--- src/rtl/water_level_monitor.sv ---
// water_level_monitor
// Samples N float/conductive probes, debounces them, encodes a thermometer
// water level, flags inconsistent probe patterns and runs a hysteretic
// alarm state machine that drives level flags and a pulsed buzzer with
// operator acknowledge.

module water_level_monitor #(
    parameter  int N_PROBES    = 4,
    parameter  int DEBOUNCE    = 1000,
    parameter  int LOW_LVL     = 1,
    parameter  int HIGH_LVL    = 4,
    parameter  int HYST        = 1,
    parameter  int BEEP_CYCLES = 50000,
    localparam int LW          = $clog2(N_PROBES + 1)
) (
    input  logic                clk_in,
    input  logic                rst,
    input  logic [N_PROBES-1:0] probe_in,
    input  logic                alarm_ack,
    output logic [LW-1:0]       level,
    output logic                level_valid,
    output logic                high_alarm,
    output logic                low_alarm,
    output logic                fault,
    output logic                buzzer
);

    localparam int CW = (DEBOUNCE > 1) ? $clog2(DEBOUNCE) : 1;
    localparam int BW = (BEEP_CYCLES > 1) ? $clog2(BEEP_CYCLES) : 1;
    localparam logic [N_PROBES-1:0] ALL_ONES = '1;

    typedef enum logic [1:0] {
        S_NORMAL,
        S_LOW,
        S_HIGH,
        S_FAULT
    } state_t;

    logic [N_PROBES-1:0] sync1, sync2, deb;
    logic [CW-1:0]       cnt [N_PROBES];
    logic                cand_valid;
    logic [LW-1:0]       cand_lvl;
    logic                bad;
    state_t              state, state_nx;
    int                  lvl_i;
    logic                silence, silence_eff, beep_on;
    logic [BW-1:0]       beep_cnt;

    // Two-flop synchronizer for the asynchronous probe inputs.
    // NOTE: sequential state always uses non-blocking assignments so every
    // flop samples pre-edge values regardless of statement order.
    always_ff @(posedge clk_in or negedge rst) begin
        if (!rst) begin
            sync1 <= '0;
            sync2 <= '0;
        end else begin
            sync1 <= probe_in;
            sync2 <= sync1;
        end
    end

    // Per-probe debounce: accept a change only after DEBOUNCE differing cycles.
    // NOTE: the counter array is a handful of flops, not a RAM, so it is
    // cleared by the reset loop like any other register.
    always_ff @(posedge clk_in or negedge rst) begin
        if (!rst) begin
            deb <= '0;
            for (int i = 0; i < N_PROBES; i++) cnt[i] <= '0;
        end else begin
            for (int i = 0; i < N_PROBES; i++) begin
                if (sync2[i] == deb[i]) begin
                    cnt[i] <= '0;
                end else if (cnt[i] == CW'(DEBOUNCE - 1)) begin
                    deb[i] <= sync2[i];
                    cnt[i] <= '0;
                end else begin
                    cnt[i] <= cnt[i] + CW'(1);
                end
            end
        end
    end

    // Thermometer decode: find k with deb == (1<<k)-1, else pattern invalid.
    // NOTE: every combinational output gets a default first so no latch forms.
    always_comb begin
        cand_valid = 1'b0;
        cand_lvl   = '0;
        for (int k = 0; k <= N_PROBES; k++) begin
            if (deb == (ALL_ONES >> (N_PROBES - k))) begin
                cand_valid = 1'b1;
                cand_lvl   = LW'(k);
            end
        end
    end

    // Registered level, change pulse and bad-pattern flag.
    always_ff @(posedge clk_in or negedge rst) begin
        if (!rst) begin
            level       <= '0;
            level_valid <= 1'b0;
            bad         <= 1'b0;
        end else begin
            level_valid <= 1'b0;
            if (!cand_valid) begin
                bad <= 1'b1;
            end else begin
                bad <= 1'b0;
                if (cand_lvl != level) begin
                    level       <= cand_lvl;
                    level_valid <= 1'b1;
                end
            end
        end
    end

    // Alarm state register.
    always_ff @(posedge clk_in or negedge rst) begin
        if (!rst) state <= S_NORMAL;
        else      state <= state_nx;
    end

    assign lvl_i = int'(level);

    // Next-state logic with priority bad > high > low and hysteretic exits.
    always_comb begin
        state_nx = state;
        case (state)
            S_NORMAL: begin
                if (bad)                        state_nx = S_FAULT;
                else if (lvl_i >= HIGH_LVL)     state_nx = S_HIGH;
                else if (lvl_i <= LOW_LVL)      state_nx = S_LOW;
            end
            S_HIGH: begin
                if (bad)                        state_nx = S_FAULT;
                else if (lvl_i <= LOW_LVL)      state_nx = S_LOW;
                else if (lvl_i < HIGH_LVL - HYST) state_nx = S_NORMAL;
            end
            S_LOW: begin
                if (bad)                        state_nx = S_FAULT;
                else if (lvl_i >= HIGH_LVL)     state_nx = S_HIGH;
                else if (lvl_i > LOW_LVL + HYST) state_nx = S_NORMAL;
            end
            S_FAULT: begin
                if (!bad)                       state_nx = S_NORMAL;
            end
            default:                            state_nx = S_NORMAL;
        endcase
    end

    assign high_alarm = (state == S_HIGH);
    assign low_alarm  = (state == S_LOW);
    assign fault      = (state == S_FAULT);

    // An acknowledge in an alarm state mutes the buzzer on the same edge.
    assign silence_eff = silence | (alarm_ack && (state != S_NORMAL));

    // Silence flag, beep timer and registered buzzer drive.
    always_ff @(posedge clk_in or negedge rst) begin
        if (!rst) begin
            silence  <= 1'b0;
            beep_on  <= 1'b0;
            beep_cnt <= '0;
            buzzer   <= 1'b0;
        end else begin
            case (state)
                S_FAULT:        buzzer <= !silence_eff;
                S_LOW, S_HIGH:  buzzer <= !silence_eff && beep_on;
                default:        buzzer <= 1'b0;
            endcase

            if (state_nx != state) begin
                silence  <= 1'b0;
                beep_on  <= 1'b1;
                beep_cnt <= '0;
            end else begin
                if (alarm_ack && (state != S_NORMAL)) silence <= 1'b1;
                if ((state == S_LOW) || (state == S_HIGH)) begin
                    if (beep_cnt == BW'(BEEP_CYCLES - 1)) begin
                        beep_cnt <= '0;
                        beep_on  <= !beep_on;
                    end else begin
                        beep_cnt <= beep_cnt + BW'(1);
                    end
                end
            end
        end
    end

endmodule
--- config.mk ---
export PLATFORM = sky130hd
export DESIGN_NAME = water_level_monitor
export DESIGN_NICKNAME = d
export VERILOG_FILES = /design/src/rtl/water_level_monitor.sv
export SDC_FILE = /design/constraint.sdc
export NUM_CORES = 1
export LEC_CHECK = 0
export ABC_AREA = 1
export BUFFER_PORTS_ARGS = -buffer_cell sky130_fd_sc_hd__buf_2
export CAP_MARGIN = 0
export CORE_ASPECT_RATIO = 0.5
export CORE_MARGIN = 3
export CORE_UTILIZATION = 58
export CTS_BUF_LIST = sky130_fd_sc_hd__clkbuf_2 sky130_fd_sc_hd__clkbuf_4 sky130_fd_sc_hd__clkbuf_8
export DETAILED_ROUTE_END_ITERATION = 6
export PLACE_DENSITY_LB_ADDON = 0.08
export SLEW_MARGIN = 20
export SYNTH_ARGS = -nofsm -noshare
export SYNTH_HDL_FRONTEND = slang
export SYNTH_SLANG_ARGS = --single-unit
--- constraint.sdc ---
create_clock -name clk_in -period 1.8 [get_ports clk_in]
set_input_delay 0.18 -clock clk_in [delete_from_list [all_inputs] [get_ports clk_in]]
set_output_delay 0.18 -clock clk_in [all_outputs]
set_load 0.01 [all_outputs]
==> metrics.md <==
| Metric | Value |
|---|---|
| Worst-Margin Slew | 0.5430 ns |
| Count of cell types in the netlist | 40 |
| Clock Sinks | 78 |
| GR Util met2 | 35.76% |
| I/O pin total | 15 |
| Fraction of layout cells with a size suffix above 1 | 18.66% |
| EDFF count, synth | 0 |
| Highest Clock Rate | 526.7 MHz |
| CP Launch Type | flop |
| Vias per std cell | 5.536 |
| Diode count | 0 |
| Worst path cell trace | ha_2, nand2_2, a21boi_2, o21ai_2, o21bai_4, nand2_4, clkbuf_16, nand4_1, nand2_1 |
| Core ar. | 6779 um2 |
| Clock latency on the worst-skew pair | 0.35 ns |
| Die X | 125.2 um |
| Syn avg cell area | 8.288 um2 |
| Critical path capture point type | flop |
| Hold/Removal Path Class | primary input to asynchronous set/reset pin |
| Avg WL per Cell | 15.07 um |
| Pre-antenna DRT Iters | 5 |
| PortBufs | 14 |
| Critical path required time | 2.04 ns |
| Final ANT Viol Nets | 0 |
| Crit-path max cell delay | 0.46 ns |
| Detailed Route Iter0 Violations | 357 |
| Gpl congestion | 0.9010 |
| Initial Utilization | 60.76% |
| Total gr overflow | 0 |
| Met1 Usage GRT | 27.52% |
| Leakage | 2.436 nW |
| Setup violators final | 18 |
| Arrival time worst endpoint | 2.14 ns |
| CTS buffer count | 9 |
| Total track usage | 21.15% |
| Minimum clock period | 1.899 ns |
| Mapped cell area | 4119 um2 |
| Worst Slack Setup Final | -0.09871 ns |
| CTS tree | built |
| Area Overhead vs Synth | 21.08% |
| Hold slack | 0.3139 ns |
| Met3 usage | 5.357% |
| Ys Warns | 0 |
| Most used DFF post-synth | dfrtp_1 |
| Worst slack at placement | -0.04825 ns |
| Total of max-cap violations | 0 |
| Via Count | 3565 |
| Max_slew headroom | 63.76% |
| Residual DRC | 0 |
| Critical path start-end classification | flop to flop |
| Hold Vio Cnt, Final | 0 |
| Fin. max-slew vios | 0 |
| Critical path buffer and inverter count | 1 |
| Clock Path Buffers | 2 |
| Max FO, Critical Path | 8 |
| Post-synth ARST share | 100.0% |
| Post-DP HPWL | 5470 um |
| CTS clk-pin slew, worst paths | 0.09 ns |
| Mapped Cells | 497 |
| WP depth | 9 |
| FP Rows | 21 |
| Max H-tree Level | 3 |
| # fillers | 487 |
| Worst Reg-to-Reg Cells | 9 |
| Root Buffer | clkbuf_8 |
| Die Area | 8210 um2 |
| RSZ-0062 raised after global routing | yes |
| Die Y | 65.59 um |
| Vias in the first global route | 3220 |
| Yosys reg bits | 78 |
| Pin count of the biggest net entering global routing | 37 |
| Worst Skew | 0.008798 ns |
| Syn_nets | 513 |
| Sequential share of the synthesized area | 47.39% |
| Detailed-route wire length | 9704 um |
| Initial antenna violation count | 0 |
| Final Cycle Share | 105.5% |
| Peak VDD IR | 0.5838 mV |
| Crit path max-delay family | compound AO/OA/AOI/OAI gates |
| Status | complete, but fails checks |
| Max stage delay cell, worst path | dfrtp_2 |
| Failing checks | setup timing |
| Gr busiest metal | met2 |
| PwrDens | 669.8 nW/um2 |
| NumNets Final | 564 |
| First-pass GRT wire length | 14200 um |
## synth_stat cells, types with 3 or more instances
cell | count | area [um2]
inv_1 | 67 | 251.5
buf_8 | 3 | 45.04
nand3_1 | 15 | 75.07
o21ai_0 | 6 | 30.03
ha_1 | 9 | 112.6
buf_6 | 3 | 33.78
nand4_1 | 42 | 262.8
dfrtp_1 | 78 | 1952
nor2_1 | 70 | 262.8
nor2_2 | 4 | 25.02
nand2_1 | 89 | 334.1
a21oi_1 | 17 | 85.08
nor3b_1 | 3 | 22.52
inv_2 | 5 | 18.77
xor2_1 | 24 | 210.2
nand2_2 | 6 | 37.54
nor3_1 | 26 | 130.1
## sequential cells by signal (all words and copies together), names as in the netlist
signal and flops:
level_valid 1, beep_on 1, state 2, deb 4, beep_cnt 16, bad 1
cnt 40, sync2 4, sync1 4, buzzer 1, silence 1, level 3
## layer usage
layer	wire, um	vias to the layer above
met3	595	35
li1	-	1725
met2	4635	142
met1	4185	1663
met5	0	-
met4	287	0
## final timing paths
path,start,endpoint,slack (ns)
setup / recovery,state[1],beep_cnt[10],-0.1
hold / removal,rst,beep_cnt[0],0.31
setup reg to reg,state[1],beep_cnt[10],-0.1
hold reg to reg,sync1[0],sync2[0],0.35
max in group asynchronous,rst,state[0],0.86
min in group clk_in,sync1[0],sync2[0],0.35
## timing repair
action | CTS | global route
endpoints found under the hold margin | 38 | 0
gates cloned | 0 | 10
pin swaps | 0 | 27
resized for setup | 2 | 40
endpoints found under the setup margin | 18 | 18
setup buffers | 0 | 9
hold buffers | 6 | 0
## power by group
part	total [W]	switching [W]	leakage [nW]	internal, W
Clock	0.00143	0.000656	0.105	0.000773
Combinational	0.000112	0.0000732	1.30	0.0000383
Sequential	0.00180	0.0000182	1.03	0.00178
## cell usage in the layout (no fill, tap or decap), types with 7 or more instances in the layout
| master | count |
|---|---|
| inv_1 | 64 |
| buf_2 | 13 |
| nand3_1 | 14 |
| nor3_1 | 26 |
| inv_2 | 7 |
| clkbuf_8 | 9 |
| nand4_1 | 42 |
| xor2_1 | 24 |
| buf_4 | 17 |
| nand2_4 | 7 |
| nor2_1 | 70 |
| a21oi_1 | 17 |
| nand2_1 | 84 |
| dfrtp_1 | 75 |
## logic make-up (layout without fill, tap and decap cells)
family / count (synthesis) / count (layout) / share of synthesized area, %
and+or+nand+nor: 265 / 270 / 29.92
buffers and inverters: 83 / 133 / 9.143
DFF: 78 / 78 / 47.39
AOI/OAI and AO/OA: 35 / 35 / 5.012
xor gates and xnor gates: 26 / 26 / 5.529
adders and majority gates: 9 / 9 / 2.734
muxes: 1 / 1 / 0.2734
## stage by stage
stage	total power (W)	util (%)	std cells	cell area (um2)	TNS, ns
after global routing	0.003478	73.57	644	4987	-2.624
after global placement	0.001934	63.47	604	4303	0
final	0.003340	73.57	644	4987	-1.230
after floorplan	0.001875	-	497	4119	0
after detailed placement	0.001940	63.47	604	4303	-0.6947
after CTS	0.003357	67.66	625	4587	0
## worst reg2reg max path, stage by stage, from the launching register on
cell       delay (ns)
dfrtp_2          0.46
ha_2             0.22
nand2_2          0.09
a21boi_2         0.20
o21ai_2          0.12
o21bai_4         0.20
nand2_4          0.15
clkbuf_16        0.20
nand4_1          0.09
nand2_1          0.06
## area by class of cell
class                   count  area [um2]  share of cell area, %
multi-input cells         341        2009                  40.29
flip-flops and latches     78        1956                  39.21
repair buffers             46       424.2                  8.505
inverters                  72       272.8                  5.469
clock buffers               9       123.9                  2.484
well taps                  92       115.1                  2.308
clock inverters             6       86.33                  1.731
Power figures use the tool's default switching activity.
